`src/rtl/mic_volume_meter_if.sv`:
```
// +--------------------------------------------------------------------------+
// | mic_volume_meter_if : sample stream in, volume-level results out          |
// | Rev 1.0                                                                   |
// +--------------------------------------------------------------------------+
`default_nettype none

interface mic_volume_meter_if;
   logic        sample_valid;
   logic [11:0] sample;
   logic        clear;
   logic [10:0] peak_amp;
   logic [3:0]  level_raw;
   logic [3:0]  level_peak;
   logic        level_valid;

   // master: the sample source that also consumes the levels
   modport master (
      output sample_valid,
      output sample,
      output clear,
      input  peak_amp,
      input  level_raw,
      input  level_peak,
      input  level_valid
   );

   modport slave (
      input  sample_valid,
      input  sample,
      input  clear,
      output peak_amp,
      output level_raw,
      output level_peak,
      output level_valid
   );
endinterface

`default_nettype wire

```
`src/rtl/mic_volume_meter.sv`:
```
// +--------------------------------------------------------------------------+
// | mic_volume_meter : windowed peak amplitude, 4-bit level, peak-hold decay  |
// | Rev 1.0                                                                   |
// +--------------------------------------------------------------------------+
`default_nettype none

module mic_volume_meter #(
   parameter int WINDOW        = 2000,
   parameter int DECAY_WINDOWS = 2,
   parameter int MIDPOINT      = 2048
) (
   input  logic              basys_clk,
   input  logic              rst_n,
   mic_volume_meter_if.slave bus
);

   localparam int               CNT_W      = (WINDOW > 2) ? $clog2(WINDOW) : 1;
   localparam logic [CNT_W-1:0] c_CNT_LAST = CNT_W'(WINDOW - 1);
   localparam logic [12:0]      c_MID      = 13'(MIDPOINT);
   localparam logic [12:0]      c_AMP_MAX  = 13'd2047;
   localparam logic [8:0]       c_DECAY    = 9'(DECAY_WINDOWS);

   logic [10:0]      acc_q,         acc_d;
   logic [CNT_W-1:0] cnt_q,         cnt_d;
   logic [7:0]       dcnt_q,        dcnt_d;
   logic [10:0]      peak_amp_q,    peak_amp_d;
   logic [3:0]       level_raw_q,   level_raw_d;
   logic [3:0]       level_peak_q,  level_peak_d;
   logic             level_valid_q, level_valid_d;

   logic [12:0] w_sample_ext;
   logic [12:0] w_diff;
   logic [10:0] w_amp;
   logic [10:0] w_final;
   logic [3:0]  w_level;
   logic [3:0]  w_peak_dec;
   logic [8:0]  w_dcnt_inc;

   // A full-scale negative sample gives a magnitude of 2048, which does not fit 11 bits
   assign w_sample_ext = {1'b0, bus.sample};
   assign w_diff       = (w_sample_ext >= c_MID) ? (w_sample_ext - c_MID) : (c_MID - w_sample_ext);
   assign w_amp        = (w_diff > c_AMP_MAX) ? 11'h7FF : w_diff[10:0];

   assign w_final      = (w_amp > acc_q) ? w_amp : acc_q;
   assign w_level      = w_final[10:7];
   assign w_peak_dec   = ((level_peak_q - 4'd1) > w_level) ? (level_peak_q - 4'd1) : w_level;
   assign w_dcnt_inc   = {1'b0, dcnt_q} + 9'd1;

   always_comb begin
      acc_d         = acc_q;
      cnt_d         = cnt_q;
      dcnt_d        = dcnt_q;
      peak_amp_d    = peak_amp_q;
      level_raw_d   = level_raw_q;
      level_peak_d  = level_peak_q;
      level_valid_d = 1'b0;

      if (bus.clear) begin
         acc_d        = '0;
         cnt_d        = '0;
         dcnt_d       = '0;
         level_peak_d = '0;
      end else if (bus.sample_valid) begin
         if (cnt_q == c_CNT_LAST) begin
            peak_amp_d    = w_final;
            level_raw_d   = w_level;
            acc_d         = '0;
            cnt_d         = '0;
            level_valid_d = 1'b1;
            // Peak hold: rise immediately, fall one step after DECAY_WINDOWS quieter windows
            if (w_level >= level_peak_q) begin
               level_peak_d = w_level;
               dcnt_d       = '0;
            end else if (w_dcnt_inc == c_DECAY) begin
               level_peak_d = w_peak_dec;
               dcnt_d       = '0;
            end else begin
               dcnt_d = w_dcnt_inc[7:0];
            end
         end else begin
            acc_d = w_final;
            cnt_d = cnt_q + CNT_W'(1);
         end
      end
   end

   always_ff @(posedge basys_clk or negedge rst_n) begin
      if (!rst_n) begin
         acc_q         <= '0;
         cnt_q         <= '0;
         dcnt_q        <= '0;
         peak_amp_q    <= '0;
         level_raw_q   <= '0;
         level_peak_q  <= '0;
         level_valid_q <= 1'b0;
      end else begin
         acc_q         <= acc_d;
         cnt_q         <= cnt_d;
         dcnt_q        <= dcnt_d;
         peak_amp_q    <= peak_amp_d;
         level_raw_q   <= level_raw_d;
         level_peak_q  <= level_peak_d;
         level_valid_q <= level_valid_d;
      end
   end

   assign bus.peak_amp    = peak_amp_q;
   assign bus.level_raw   = level_raw_q;
   assign bus.level_peak  = level_peak_q;
   assign bus.level_valid = level_valid_q;

endmodule

`default_nettype wire

```
`src/flat_wrapper.sv`:
```
// flat-port wrapper written by rule: the top's interface ports become plain ports
module mic_volume_meter_flat 
#(
   parameter int WINDOW        = 2000,
   parameter int DECAY_WINDOWS = 2,
   parameter int MIDPOINT      = 2048
)
  (basys_clk, rst_n, bus_sample_valid, bus_sample, bus_clear, bus_peak_amp, bus_level_raw, bus_level_peak, bus_level_valid);
  mic_volume_meter_if bus_i ();
  input  logic basys_clk;
  input  logic rst_n;
  input wire logic [$bits(bus_i.sample_valid)-1:0] bus_sample_valid;
  input wire logic [$bits(bus_i.sample)-1:0] bus_sample;
  input wire logic [$bits(bus_i.clear)-1:0] bus_clear;
  output wire logic [$bits(bus_i.peak_amp)-1:0] bus_peak_amp;
  output wire logic [$bits(bus_i.level_raw)-1:0] bus_level_raw;
  output wire logic [$bits(bus_i.level_peak)-1:0] bus_level_peak;
  output wire logic [$bits(bus_i.level_valid)-1:0] bus_level_valid;
  assign bus_i.sample_valid = bus_sample_valid;
  assign bus_i.sample = bus_sample;
  assign bus_i.clear = bus_clear;
  assign bus_peak_amp = bus_i.peak_amp;
  assign bus_level_raw = bus_i.level_raw;
  assign bus_level_peak = bus_i.level_peak;
  assign bus_level_valid = bus_i.level_valid;
  mic_volume_meter #(.WINDOW(WINDOW), .DECAY_WINDOWS(DECAY_WINDOWS), .MIDPOINT(MIDPOINT)) u_core (.basys_clk(basys_clk), .rst_n(rst_n), .bus(bus_i));
endmodule
```
`config.mk`:
```
export PLATFORM = sky130hd
export DESIGN_NAME = mic_volume_meter_flat
export DESIGN_NICKNAME = d
export VERILOG_FILES = /design/src/rtl/mic_volume_meter_if.sv /design/src/rtl/mic_volume_meter.sv /design/src/flat_wrapper.sv
export SDC_FILE = /design/constraint.sdc
export NUM_CORES = 1
export LEC_CHECK = 0
export ABC_AREA = 1
export ABC_CLOCK_PERIOD_IN_PS = 4100
export CAP_MARGIN = 20
export CORE_MARGIN = 4
export CORE_UTILIZATION = 43
export DETAILED_ROUTE_END_ITERATION = 6
export DONT_BUFFER_PORTS = 1
export GPL_TIMING_DRIVEN = 0
export PLACE_DENSITY_LB_ADDON = 0.2
export SYNTH_ARGS = -nofsm -noshare
export SYNTH_HDL_FRONTEND = slang
export SYNTH_SLANG_ARGS = --single-unit
```
`constraint.sdc`:
```
create_clock -name basys_clk -period 4.1 [get_ports basys_clk]
set_input_delay 0.82 -clock basys_clk [delete_from_list [all_inputs] [get_ports basys_clk]]
set_output_delay 0.82 -clock basys_clk [all_outputs]
set_load 0.05 [all_outputs]
```
==> implementation parameters, run 1 <==
Parameter                              Value

Status
  Run status ... finished, final reports clean

Finish
  Fraction of final layout cells sized beyond drive strength 1 ... 0.183
  Number of filler cells placed in the layout ... 767
  Area used by sequential logic in the layout ... 1150 µm²
  Nets ... 497
  Area added between synthesis and finish ... 10.8%
  Total inserted antenna cells ... 0
  Total area of multi-input combinational cells ... 1960 µm²
  Final cell count without fillers ... 560

Worst setup path
  CP peak stage delay ... 0.26 ns
  Kind of start point of the critical path ... input port
  Arrival time worst endpoint ... 4.01 ns
  Cell with the biggest individual delay on the critical path ... sky130_fd_sc_hd__ha_1
  Critical path endpoint category ... register
  Type of the setup path with the least slack ... in -> reg
  Cell repeated most along the worst path ... sky130_fd_sc_hd__nand2_1
  Critical-path maximum fanout ... 10
  Critical path data required time ... 4.34 ns

Route
  Per-cell via count in the routed design ... 5.07
  Detailed-routed wire length on met2 ... 3590 µm
  Total routed wirelength ... 7510 µm
  Drt wl/cell ... 13.4 µm
  Overall via count from detail_route ... 2837
  DRC viols ... 0
  Detailed-routing wirelength on met1 ... 3480 µm
  Met3 routed WL ... 296 µm
  Drt initial violations ... 77
  Post-route antenna net violation count ... 0
  Highest layer used for signal routing ... met4
  Number of detailed-routing iterations run before antenna repair ... 4

Power
  Total power per unit cell area ... 326 nW/µm²
  Leakage power ... 1.77 nW
  Peak supply drop ... 138 µV

GRT
  Global-route wire length before repair ... 12600 µm
  Global route overflow ... 0
  Largest net degree at the start of global routing ... 47
  Initial antenna violation count ... 0
  Via count of the first global-routing pass ... 2697
  Total track usage ... 0.174

Yosys
  Mapped Avg Cell Area ... 7.60 µm²
  Cell count after synthesis ... 444
  Sequential element share of the synthesized area ... 0.341
  Post-synth top area cell ... sky130_fd_sc_hd__dfrtp_1
  Primary FF master, synth ... sky130_fd_sc_hd__dfrtp_1
  Ys Warns ... 0
  Fraction of registers with async set or reset after synthesis ... 1.00
  Post-synth EDFFs ... 0
  Ranking of synthesized cells by area ... sky130_fd_sc_hd__dfrtp_1 (34%), sky130_fd_sc_hd__nand2_1 (13%), sky130_fd_sc_hd__ha_1 (8.9%), sky130_fd_sc_hd__inv_1 (6.9%), sky130_fd_sc_hd__nand3_1 (3.9%)
  Fraction of post-synthesis cell area in the top cell type by area ... 0.341
  Mapped Area ... 3370 µm²
  Post-synthesis net count ... 484
  Number of distinct library cell variants in the gate-level netlist after synthesis ... 42
  Post-synthesis register bit count ... 46

STA
  Worst clock skew on the final layout ... 0.00589 ns
  Worst slew margin relative to its limit ... 0.599
  Clock period minus worst slack ... 3.77 ns
  Max-slew violation count ... 0
  Min Hold Slack ... 0.197 ns
  Upper clock frequency limit ... 265 MHz
  Worst Max-Slew Pin Slew ... 0.601 ns
  Final worst-path cycle share ... 0.920
  Final setup violation count ... 0
  Number of hold-slack violations in the final timing report ... 0

Place
  DP HPWL ... 5770 µm
  Count of buffers from port buffering ... 0
  Global placement routability congestion ... 0.833
  Placed cells ... 546

Clock network
  Clock transition at the registers of the reported paths ... 0.10 ns
  Clock network latency to the later pin of the worst-skew pair ... 0.30 ns
  Clock tree from TritonCTS ... built
  Cell chosen for the clock root ... sky130_fd_sc_hd__clkbuf_8
  Clock Tree Buf Depth ... 2
  Number of clock sinks ... 46
  Clock H-tree levels ... 2
  Number of buffers inserted during clock tree synthesis ... 5

Floorplan
  Area of the die ... 9330 µm²
  Row Count ... 32
  Chip Width ... 96.6 µm
  Starting density of the core ... 0.439
  Ports placed on the boundary ... 36
  Core region area ... 7690 µm²
  Floorplan die height ... 96.6 µm

Hold path
  Hold Crit Class ... in -> async

Run
  Count of maximum capacitance violations ... 0
## stage by stage
| stage | instance area, µm² | power [W] | worst slack, ns | utilization | TNS [ns] |
|---|---|---|---|---|---|
| 2_1_floorplan | 3370 | 0.000762 | 0.241 | - | 0 |
| 3_3_place_gp | 3500 | 0.000825 | -0.224 | 0.456 | -2.28 |
| 3_5_place_dp | 3500 | 0.000832 | -0.303 | 0.456 | -3.14 |
| 4_1_cts | 3620 | 0.00119 | 0.0171 | 0.470 | 0 |
| 5_1_grt | 3740 | 0.00131 | -0.0514 | 0.486 | -0.174 |
| 6_report | 3740 | 0.00122 | 0.327 | 0.486 | 0 |
## placed cells by master (no fill, tap or decap), drive strengths merged, types with 6 or more instances in the layout
cell / Yosys / routed
nor3: 6 / 6
nand2: 128 / 128
nand4: 12 / 12
o22ai: 16 / 16
inv: 69 / 69
nor2: 37 / 37
nand3: 34 / 34
ha: 24 / 24
a21oi: 11 / 11
clkbuf: 3 / 8
o21ai: 29 / 29
dfrtp: 46 / 46
xor2: 7 / 7
buf: 9 / 15
## synth_stat cells, types with 2 or more instances
cell type                  count
sky130_fd_sc_hd__xnor2_1       2
sky130_fd_sc_hd__ha_1         24
sky130_fd_sc_hd__nor3_2        2
sky130_fd_sc_hd__nand2_2      10
sky130_fd_sc_hd__o22ai_2       2
sky130_fd_sc_hd__inv_1        62
sky130_fd_sc_hd__nor3_1        4
sky130_fd_sc_hd__nand2_1     116
sky130_fd_sc_hd__dfrtp_1      46
sky130_fd_sc_hd__buf_2         3
sky130_fd_sc_hd__nand3_1      26
sky130_fd_sc_hd__o21ai_0      10
sky130_fd_sc_hd__nor2_2        6
sky130_fd_sc_hd__nand2_4       2
sky130_fd_sc_hd__xor2_1        7
sky130_fd_sc_hd__o21ai_1      15
sky130_fd_sc_hd__clkbuf_1      3
sky130_fd_sc_hd__buf_4         4
sky130_fd_sc_hd__nor2_1       26
sky130_fd_sc_hd__nor2_4        5
sky130_fd_sc_hd__o22ai_1      14
sky130_fd_sc_hd__o21bai_1      2
sky130_fd_sc_hd__nand3_2       7
sky130_fd_sc_hd__inv_2         6
sky130_fd_sc_hd__nand4_1      10
sky130_fd_sc_hd__buf_6         2
sky130_fd_sc_hd__a21oi_1       9
sky130_fd_sc_hd__o211ai_1      2
sky130_fd_sc_hd__o21ai_2       4
## critical path: cells and delay by family
kind                       cells  cell delay [ns]
AOI/OAI and AO/OA              4             0.44
buffers and inverters          6             0.53
adders and majority gates      2             0.50
and+or+nand+nor               16             1.70
## timing repair
item | 4_1_cts | 5_1_grt
endpoints found under the setup margin | 0 | 12
resized for setup | 0 | 14
setup buffers | 0 | 6
hold buffers | 0 | 0
## cells by family (layout without fill, tap and decap cells)
family / count (synthesis) / count (layout) / synth area share
AOI/OAI and AO/OA: 63 / 63 / 0.117
xor gates and xnor gates: 9 / 9 / 0.0234
adders and majority gates: 24 / 24 / 0.0890
buffers and inverters: 82 / 96 / 0.102
DFF: 46 / 46 / 0.341
muxes: 1 / 1 / 0.00297
and+or+nand+nor: 219 / 219 / 0.324
## final timing paths
path | start | to | slack [ns] | depth (start not counted)
worst min-delay path | rst_n | u_core.bus.level_peak[3] | 0.20 | 0
worst max-delay path | bus_sample[2] | u_core.bus.level_peak[3] | 0.33 | 28
min in group basys_clk | u_core.cnt_q[2] | u_core.cnt_q[2] | 0.54 | 1
worst min register to register | u_core.cnt_q[2] | u_core.cnt_q[2] | 0.54 | 1
worst max register to register | u_core.acc_q[10] | u_core.bus.level_peak[3] | 1.13 | 21
max in group asynchronous | rst_n | u_core.acc_q[9] | 3.82 | 0
## power by group
part | total (W) | switching [W] | internal, W
logic | 0.000366 | 0.000225 | 0.000141
clock network | 0.000352 | 0.000171 | 0.000182
registers | 0.000502 | 0.0000284 | 0.000473
total | 0.00122 | 0.000424 | 0.000796
## final cells by class
cell class | count | share of cell area
Tap cell | 102 | 0.0341
Multi-Input combinational cell | 316 | 0.523
Timing Repair Buffer | 6 | 0.0120
Clock buffer | 5 | 0.0184
Inverter | 70 | 0.0713
Clock inverter | 3 | 0.0120
Sequential cell | 46 | 0.308
Buffer | 12 | 0.0211
## registers in the layout, summed over array words and instances (netlist names)
name                    flops
u_core.acc_q               11
u_core.cnt_q               11
u_core.dcnt_q               8
u_core.bus.peak_amp         7
u_core.bus.level_peak       4
u_core.bus.level_raw        4
u_core.bus.level_valid      1
## per-layer routing
metal	global-route usage	up-vias
met3	0.0380	9
met1	0.223	1307
met2	0.290	44
li1	-	1477
met5	0	-
met4	0.0619	0
No activity file was read; power rests on OpenSTA's default activity.
==> run 2: changes to the inputs <==
--- a/config.mk
+++ b/config.mk
@@ -6,7 +6,7 @@
 export NUM_CORES = 1
 export LEC_CHECK = 0
 export ABC_AREA = 1
-export ABC_CLOCK_PERIOD_IN_PS = 4100
+export ABC_CLOCK_PERIOD_IN_PS = 3100
 export CAP_MARGIN = 20
 export CORE_MARGIN = 4
 export CORE_UTILIZATION = 43
==> constraint.sdc (replaced) <==
create_clock -name basys_clk -period 3.1 [get_ports basys_clk]
set_input_delay 0.62 -clock basys_clk [delete_from_list [all_inputs] [get_ports basys_clk]]
set_output_delay 0.62 -clock basys_clk [all_outputs]
set_load 0.05 [all_outputs]
==> run 2 against run 1 <==
  * The run now ends with setup timing left
  * Sequential share of layout area is 3.6 points lower
  * Global-route usage up 0.31 points
  * Register-to-register slack worse by 0.90 ns
  * Setup slack got worse by 0.63 ns
  * Cell count increased by 2.7%
  * Utilization up 6.4 points
  * Critical path depth fell by 1
  * Largest cell class unchanged
==> implementation parameters, run 2 (synthesized netlist as in run 1, its figures left out) <==
Parameter                              Value

Floorplan
  Core region area ... 7690 µm² (unchanged)
  Chip Width ... 96.6 µm (unchanged)
  Row Count ... 32 (unchanged)
  Floorplan die height ... 96.6 µm (unchanged)
  Starting density of the core ... 0.439 (unchanged)
  Area of the die ... 9330 µm² (unchanged)
  Ports placed on the boundary ... 36 (unchanged)

STA
  Worst Max-Slew Pin Slew ... 0.641 ns (+0.0395 ns)
  Clock period minus worst slack ... 3.40 ns
  Number of hold-slack violations in the final timing report ... 0 (unchanged)
  Setup repair after global routing missed its margin ... yes
  Worst clock skew on the final layout ... 0.00540 ns (-0.000490 ns)
  Worst slew margin relative to its limit ... 0.573 (-0.0263)
  Final worst-path cycle share ... 1.10
  Final setup violation count ... 12 (+12)
  Setup slack after layout ... -0.299 ns (-0.626 ns)
  Max-slew violation count ... 0 (unchanged)
  Upper clock frequency limit ... 294 MHz

Finish
  Most common cell after layout, fill and taps aside ... sky130_fd_sc_hd__nand2_1
  Total inserted antenna cells ... 0 (unchanged)
  Number of filler cells placed in the layout ... 724 (-5.6%)
  Largest registers ... u_core.acc_q x11, u_core.cnt_q x11, u_core.dcnt_q x8
  Nets ... 512 (+3.0%)
  Util after Layout ... 0.550 (+0.0638)
  Fraction of final layout cells sized beyond drive strength 1 ... 0.304 (+0.121)
  Area added between synthesis and finish ... 25.4%
  Commonest cells after routing, fill and taps aside ... sky130_fd_sc_hd__nand2_1 (101), sky130_fd_sc_hd__inv_1 (50), sky130_fd_sc_hd__dfrtp_1 (46), sky130_fd_sc_hd__nand2_2 (23), sky130_fd_sc_hd__buf_4 (22)

Place
  Global placement routability congestion ... 0.900 (+7.9%)
  DP HPWL ... 5800 µm (+0.38%)
  Count of buffers from port buffering ... 0 (unchanged)
  Post-Place Worst Slack ... -0.784 ns (-0.481 ns)

Route
  Per-cell via count in the routed design ... 5.16 (+1.8%)
  DRC viols ... 0 (unchanged)
  Total routed wirelength ... 8200 µm (+9.2%)
  Overall via count from detail_route ... 2965 (+4.5%)
  Drt initial violations ... 128 (+66%)
  Number of detailed-routing iterations run before antenna repair ... 4 (unchanged)
  Drt wl/cell ... 14.3 µm (+6.4%)
  Post-route antenna net violation count ... 0 (unchanged)

Status
  Violations in the final reports ... setup timing
  Run status ... finished, violations left

Clock network
  Clock tree from TritonCTS ... built
  Cell chosen for the clock root ... sky130_fd_sc_hd__clkbuf_8
  Clock transition at the registers of the reported paths ... 0.09 ns (about the same)
  Clock Tree Buf Depth ... 2 (unchanged)
  Number of clock sinks ... 46 (unchanged)
  Clock H-tree levels ... 2 (unchanged)
  Number of buffers inserted during clock tree synthesis ... 5 (unchanged)
  Clock network latency to the later pin of the worst-skew pair ... 0.30 ns (about the same)

Worst setup path
  Cell repeated most along the worst path ... sky130_fd_sc_hd__inv_2
  CP peak stage delay ... 0.27 ns (about the same)
  Kind of start point of the critical path ... input port
  Critical path data required time ... 3.34 ns (-1.00 ns)
  Arrival time worst endpoint ... 3.64 ns (-0.37 ns)
  Cell with the biggest individual delay on the critical path ... sky130_fd_sc_hd__ha_4
  Critical path endpoint category ... register
  Worst R2R Path Depth ... 21 (unchanged)
  Type of the setup path with the least slack ... in -> reg
  Critical-path maximum fanout ... 4 (-6)

GRT
  Largest net degree at the start of global routing ... 47 (unchanged)
  Global-route wire length before repair ... 13000 µm (+3.4%)
  Via count of the first global-routing pass ... 2751 (+2.0%)
  Global route overflow ... 0 (unchanged)
  Initial antenna violation count ... 0 (unchanged)
  Total track usage ... 0.177 (+0.00309)

Hold path
  Hold Crit Class ... in -> async

Power
  Total power per unit cell area ... 411 nW/µm² (+26%)
  Leakage power ... 1.90 nW (+7.4%)
  Peak supply drop ... 236 µV (+71%)

Run
  Count of maximum capacitance violations ... 0 (unchanged)
run 2: final timing paths:
| check | start | endpoint | slack, ns |
|---|---|---|---|
| worst min-delay path | rst_n | u_core.bus.peak_amp[3] | 0.16 |
| worst max register to register | u_core.acc_q[10] | u_core.bus.level_peak[1] | 0.23 |
| worst min register to register | u_core.cnt_q[2] | u_core.cnt_q[2] | 0.53 |
| min in group basys_clk | bus_clear | u_core.dcnt_q[7] | 0.52 |
| worst max-delay path | bus_sample[1] | u_core.bus.level_peak[1] | -0.30 |
| max in group asynchronous | rst_n | u_core.cnt_q[10] | 2.73 |
run 2: metal layers:
metal / vias to the layer above / GRT usage / routed length, µm
li1: 1500 / - / -
met1: 1409 / 0.236 / 3760
met2: 46 / 0.300 / 4070
met3: 10 / 0.0403 / 287
met4: 0 / 0.0269 / 78
met5: - / 0 / 0
run 2: metrics by stage:
stage                     setup TNS, ns  hold WS, ns  power (W)  area, µm²  cells
after floorplan                   -3.51        0.324    0.00104       3500    444
after CTS                         -3.16      0.00140    0.00165       3930    567
after global placement            -7.69        0.327    0.00111       3630    546
after detailed placement          -8.99        0.327    0.00113       3630    546
after global routing              -5.67        0.166    0.00186       4230    575
final                             -3.29        0.163    0.00174       4230    575
run 2: final cells by class:
cell class / instances / area (µm²) / share of cell area
plain buffers: 12 / 93.8 / 0.0222
clock buffers: 7 / 76.3 / 0.0180
clock inverters: 1 / 30.0 / 0.00710
inverters: 70 / 339 / 0.0802
multi-input cells: 317 / 2240 / 0.529
flip-flops and latches: 46 / 1150 / 0.272
well taps: 102 / 128 / 0.0302
repair buffers: 20 / 174 / 0.0411
run 2: timing repair:
item / CTS / global route
hold buffers: 0 / 1
gates resized for setup: 22 / 45
buffers inserted: 12 / 7
endpoints found under the hold margin: 0 / 46
pin swaps: 18 / 34
endpoints found under the setup margin: 12 / 12
gates cloned: 1 / 0
run 2: report_power, final:
group | internal [W] | switching [W]
sequential | 0.000626 | 0.0000373
combinational | 0.000260 | 0.000370
clock | 0.000242 | 0.000206
run 2: worst max-delay path, delay by kind of cell:
family / cells / cell delay [ns]
AO/OA/AOI/OAI: 3 / 0.41
adder cells (fa/ha/maj): 2 / 0.53
buffers and inverters: 7 / 0.50
AND/OR/NAND/NOR: 15 / 1.58
==> run 3: changes to the inputs <==
--- a/config.mk
+++ b/config.mk
@@ -14,6 +14,7 @@
 export DONT_BUFFER_PORTS = 1
 export GPL_TIMING_DRIVEN = 0
 export PLACE_DENSITY_LB_ADDON = 0.2
+export SLEW_MARGIN = 10
 export SYNTH_ARGS = -nofsm -noshare
 export SYNTH_HDL_FRONTEND = slang
 export SYNTH_SLANG_ARGS = --single-unit
==> results of run 3 <==
Final layout, timing and power as in run 2 (identical DEF).
